[src/rtl/mux_n_stream_pkg.sv]
// Shared definitions for the N-channel stream multiplexer.
//   MODE_FIXED / MODE_RR : encodings of the mode input.
//   wrap_inc()           : channel index increment, wrapping at n-1 back to 0.
package mux_n_stream_pkg;

    localparam logic MODE_FIXED = 1'b0;
    localparam logic MODE_RR    = 1'b1;

    // Next channel index after idx in a ring of n channels.
    function automatic int unsigned wrap_inc(input int unsigned idx, input int unsigned n);
        return (idx >= n - 1) ? 32'd0 : idx + 32'd1;
    endfunction

endpackage

[src/rtl/mux_n_stream_rr_pick.sv]
// Rotate-priority finder: returns the first valid channel at or after ptr,
// wrapping modulo N.
//   valid       : per-channel request vector
//   ptr         : search start index
//   grant       : chosen channel index (0 when nothing is valid)
//   grant_valid : at least one channel is valid
module rr_pick
    import mux_n_stream_pkg::*;
#(
    parameter int unsigned N    = 4,
    parameter int unsigned SELW = $clog2(N)
) (
    input  logic [N-1:0]    valid,
    input  logic [SELW-1:0] ptr,
    output logic [SELW-1:0] grant,
    output logic            grant_valid
);

    logic [SELW-1:0] idx;

    // Walk the ring once from ptr; the first hit wins.
    always_comb begin
        grant       = '0;
        grant_valid = 1'b0;
        idx         = (32'(ptr) < N) ? ptr : '0;
        for (int k = 0; k < int'(N); k++) begin
            if (!grant_valid && valid[idx]) begin
                grant       = idx;
                grant_valid = 1'b1;
            end
            idx = SELW'(wrap_inc(32'(idx), N));
        end
    end

endmodule

[src/rtl/mux_n_stream.sv]
// N-channel, W-bit stream multiplexer with valid/ready handshakes and a
// registered output stage. Fixed (sel) or round-robin channel selection.
// Optional macro MUX_N_STREAM_LOCK_EN adds in_last/out_last and locks the
// grant onto one channel until its last beat has transferred.
// Ports:
//   clk, rst            : clock, synchronous active-high reset
//   in_data/in_valid    : packed channel data (channel i at [i*W +: W]), valids
//   in_ready            : per-channel ready (combinational, one-hot or zero)
//   sel, mode           : fixed select index, 0 = fixed / 1 = round-robin
//   out_data/out_valid  : registered output beat
//   out_ready           : consumer ready
//   out_chan            : registered source channel of out_data
//   in_last/out_last    : packet end markers (MUX_N_STREAM_LOCK_EN only)
module mux_n_stream
    import mux_n_stream_pkg::*;
#(
    parameter int unsigned  N    = 4,
    parameter int unsigned  W    = 2,
    localparam int unsigned SELW = $clog2(N)
) (
    input  logic            clk,
    input  logic            rst,
    input  logic [N*W-1:0]  in_data,
    input  logic [N-1:0]    in_valid,
    output logic [N-1:0]    in_ready,
    input  logic [SELW-1:0] sel,
    input  logic            mode,
    output logic [W-1:0]    out_data,
    output logic            out_valid,
    input  logic            out_ready,
    output logic [SELW-1:0] out_chan
`ifdef MUX_N_STREAM_LOCK_EN
    ,
    input  logic [N-1:0]    in_last,
    output logic            out_last
`endif
);

    logic            load_en;
    logic            take;
    logic            grant_valid;
    logic            rr_valid;
    logic [SELW-1:0] grant;
    logic [SELW-1:0] rr_grant;
    logic [SELW-1:0] rr_ptr;
    logic            rr_adv;
    logic [W-1:0]    ch_data [N];

`ifdef MUX_N_STREAM_LOCK_EN
    logic            locked;
    logic [SELW-1:0] lock_chan;
`endif

    // Unpacked view of the channel data bus.
    for (genvar g = 0; g < int'(N); g++) begin : g_split
        assign ch_data[g] = in_data[g*W +: W];
    end

    rr_pick #(
        .N    (N),
        .SELW (SELW)
    ) u_rr_pick (
        .valid       (in_valid),
        .ptr         (rr_ptr),
        .grant       (rr_grant),
        .grant_valid (rr_valid)
    );

    // Grant selection; an out-of-range sel yields no grant.
    always_comb begin
        grant       = sel;
        grant_valid = (32'(sel) < N) && in_valid[sel];
        if (mode == MODE_RR) begin
            grant       = rr_grant;
            grant_valid = rr_valid;
        end
`ifdef MUX_N_STREAM_LOCK_EN
        if (locked) begin
            grant       = lock_chan;
            grant_valid = in_valid[lock_chan];
        end
`endif
    end

    // Handshake: a beat moves when the output register can take it.
    always_comb begin
        load_en  = !out_valid || out_ready;
        take     = !rst && load_en && grant_valid;
        in_ready = '0;
        if (take) begin
            in_ready[grant] = 1'b1;
        end
`ifdef MUX_N_STREAM_LOCK_EN
        rr_adv = take && (mode == MODE_RR) && in_last[grant];
`else
        rr_adv = take && (mode == MODE_RR);
`endif
    end

    // Output register and round-robin pointer.
    always_ff @(posedge clk) begin
        if (rst) begin
            out_data  <= '0;
            out_valid <= 1'b0;
            out_chan  <= '0;
            rr_ptr    <= '0;
        end else begin
            if (load_en) begin
                if (take) begin
                    out_data  <= ch_data[grant];
                    out_chan  <= grant;
                    out_valid <= 1'b1;
                end else begin
                    out_valid <= 1'b0;
                end
            end
            if (rr_adv) begin
                rr_ptr <= SELW'(wrap_inc(32'(grant), N));
            end
        end
    end

`ifdef MUX_N_STREAM_LOCK_EN
    // Packet lock: hold the grant on a channel until its last beat moves.
    always_ff @(posedge clk) begin
        if (rst) begin
            locked    <= 1'b0;
            lock_chan <= '0;
            out_last  <= 1'b0;
        end else if (take) begin
            locked    <= !in_last[grant];
            lock_chan <= grant;
            out_last  <= in_last[grant];
        end
    end
`endif

endmodule

[config.mk]
export PLATFORM = sky130hd
export DESIGN_NAME = mux_n_stream
export DESIGN_NICKNAME = d
export VERILOG_FILES = /design/src/rtl/mux_n_stream_pkg.sv /design/src/rtl/mux_n_stream_rr_pick.sv /design/src/rtl/mux_n_stream.sv
export SDC_FILE = /design/constraint.sdc
export NUM_CORES = 1
export LEC_CHECK = 0
export ABC_CLOCK_PERIOD_IN_PS = 4870
export BUFFER_PORTS_ARGS = -buffer_cell sky130_fd_sc_hd__buf_4
export CAP_MARGIN = 25
export CORE_AREA = 4 4 48 50
export DETAILED_ROUTE_END_ITERATION = 12
export DIE_AREA = 0 0 52 54
export PLACE_DENSITY = 0.8
export RECOVER_POWER = 100
export SLEW_MARGIN = 20
export SYNTH_ARGS = -nofsm -noshare
export SYNTH_HDL_FRONTEND = slang
export SYNTH_SLANG_ARGS = --single-unit
[constraint.sdc]
create_clock -name clk -period 4.87 [get_ports clk]
set_clock_uncertainty 0.2 [all_clocks]
set_input_delay 0.487 -clock clk [delete_from_list [all_inputs] [get_ports clk]]
set_output_delay 0.487 -clock clk [all_outputs]
set_load 0.02 [all_outputs]
==> out/qor.yml <==
drc: 0
drv_slew: 0
grt_first_pass_wirelength_um: 3800
placed_area_um2: 1180
insertion_delay_ns: 0.24
setup_violations: 0
wl_per_cell_um: 14.8
start_kind: "register"
path_buf_inv: 2
power_density_nw_per_um2: 243
hold_buffers: 0
core_region_area_um2: 1900
max_stage_delay_ns: 0.74
whs_ns: 0.278
final_nets: 158
hold_viol: 0
pin_count: 27
finalCriticalPeriod_ns: 4.27
crit_fanout: 10
total_power_mw: 0.282
syn_nets: 132
max_freq_ghz: 0.234
drive_gt1_share_pct: 23.9
crit_family: "compound AO/OA/AOI/OAI gates"
hpwl_um: 1830
crit_path_end_kind: "output pin"
ys_seq_area_share_pct: 14.0
die_area_um2: 2810
final_cell_area_um2: 1160
syn_area_um2: 1000
hold_depth: 2
routed_wl_um: 2380
yosysWarnings: 0
clk_pin_slew_ns: 0.05
ff2ff_path_depth: 8
rows: 16
p_leak_nw: 0.482
synth_enable_flop_cells: 0
outcome: "finished, final reports clean"
grt_pass1_vias: 882
clockBufferDepth: 2
synthArstFlopShare_pct: 0
r2r-start: "rr_ptr[1]"
cts_setup_buffers: 0
gr-usage-all-layers_pct: 17.9
ir_worst_vdd_mv: 0.179
cap_viol_max_count: 0
grt_max_degree: 19
rsz0062_at_grt: "no"
vias_per_cell: 5.98
cts-root-buf: "clkbuf_4"
ant_nets: 0
yosysMostFrequentCell: "mux2i_1"
synth_ff_type: "dfxtp_1"
start_util_pct: 52.6
final_min_period_over_clock_period_pct: 87.8
worstHoldStart: "rst"
min_path_type: "in2reg"
place.gp.congestion: 0.966
crit_top_cell: "ha_1"
via_count: 962
syn_avg_cell_area_um2: 9.17
netlist_instances: 109
htreeDepth: 1
die_width_um: 52
max_slew_margin_pct: 40.6
antenna_cells: 0
slowest_stage: "a311oi_1"
dr.pass1.iters: 4
area_delta_synth_final_pct: 16.1
drtIter0Drc: 23
yosys.area.top_type_share_pct: 14.0
fill_cells: 180
cts.sinks: 7
path_class: "reg2out"
synth_common_cells: "mux2i_1, dfxtp_1, inv_1, nand2_1"
crit_chain: "ha_1 > or3_1 > a211oi_1 > a221oi_1 > a311oi_1 > o31ai_4 > inv_1 > ha_1 > and2_1 > clkbuf_1"
r2r_slack_ns: 1.30
synth.ff_latch_count: 7
synthDistinctLibCells: 44
r2r_end: "out_data[0]"
cts_tree: "built"
synth_area_leaders: "dfxtp_1, mux2i_1, ha_1, a2111oi_4, mux4_1"
cp.arrival_ns: 3.59
cts_resized: 0
worst_ep_required_time_ns: 4.18
tightest_slew_ns: 0.886
die_h_um: 54
min_to: "rr_ptr[1]"
numPortBuffers: 26
grt_overflow: 0
finalSetupTns_ns: 0
synth_area_leader_cell: "dfxtp_1"
cts-buffers-inserted: 3
antenna_found_initial: 0
-- worst max-delay path by stage --
| stage | from | end | slack, ns | cells past startpoint |
|---|---|---|---|---|
| 3_3_place_gp | rr_ptr[1] | in_ready[1] | 1.24 | 10 |
| 5_1_grt | rr_ptr[1] | in_ready[1] | 0.41 | 10 |
| 3_5_place_dp | rr_ptr[1] | in_ready[3] | 1.14 | 10 |
| 4_1_cts | rr_ptr[1] | in_ready[3] | 0.85 | 10 |
| 6_report | rr_ptr[1] | in_ready[3] | 0.60 | 10 |
| 2_1_floorplan | rr_ptr[1] | in_ready[1] | 1.46 | 10 |
-- worst register-to-register path, delay by kind of cell (launching register included) --
| kind | cells | cell delay, ns |
|---|---|---|
| adders and majority gates | 1 | 0.41 |
| muxes | 1 | 0.17 |
| DFF | 1 | 0.49 |
| AOI/OAI and AO/OA | 5 | 1.68 |
| and+or+nand+nor | 1 | 0.45 |
-- through the flow --
step	setup WS (ns)	utilization [%]	cells
after floorplan	1.46	-	109
after global placement	1.24	62.0	157
after detailed placement	1.14	62.0	157
after CTS	0.848	63.4	161
after global routing	0.408	61.1	161
final	0.596	61.1	161
-- sequential cells by signal, summed over array words and instances (netlist names) --
register,cells
out_chan,2
out_data,2
out_valid,1
rr_ptr,2
-- area by class of cell --
cell class / instances / area [um2] / area share, %
multi-input cells: 89 / 766 / 65.9
repair buffers: 27 / 169 / 14.5
flip-flops and latches: 7 / 140 / 12.1
well taps: 27 / 33.8 / 2.91
clock buffers: 4 / 26.3 / 2.26
inverters: 7 / 26.3 / 2.26
-- metal layers --
layer / global-route usage, % / share of wire (%) / wire length [um]
met5: 0 / 0 / 0
met4: 8.30 / 1.7 / 40
met3: 3.32 / 4.3 / 103
met2: 29.5 / 49 / 1170
met1: 22.6 / 45 / 1060
-- report_power, final --
group	total (mW)	internal [mW]	switching [mW]
sequential	0.0708	0.0656	0.00521
combinational	0.160	0.0679	0.0922
clock	0.0507	0.0312	0.0196
total	0.282	0.165	0.117
-- cells by family (layout without fill, tap and decap cells) --
| group | after synthesis | count (layout) | synth area share, % |
|---|---|---|---|
| AO/OA/AOI/OAI | 29 | 29 | 27.8 |
| adder cells (fa/ha/maj) | 5 | 5 | 6.26 |
| buffers and inverters | 13 | 38 | 8.26 |
| flip-flops | 7 | 7 | 14.0 |
| multiplexers | 17 | 17 | 22.5 |
| AND/OR/NAND/NOR | 38 | 38 | 21.2 |
-- placed cells by master, fill, tap and decap left out, types with 3 or more instances in the layout --
cell type / synthesis / layout
and2_1: 6 / 5
clkbuf_1: 0 / 10
and3_1: 3 / 3
inv_1: 7 / 7
nor3_1: 5 / 5
clkbuf_4: 0 / 3
buf_4: 2 / 18
ha_1: 5 / 5
a21o_1: 3 / 3
nor2_1: 6 / 6
nand2_1: 7 / 7
mux2i_1: 11 / 11
o21ai_0: 5 / 5
dfxtp_1: 7 / 7
No activity file was read; power rests on OpenSTA's default activity.
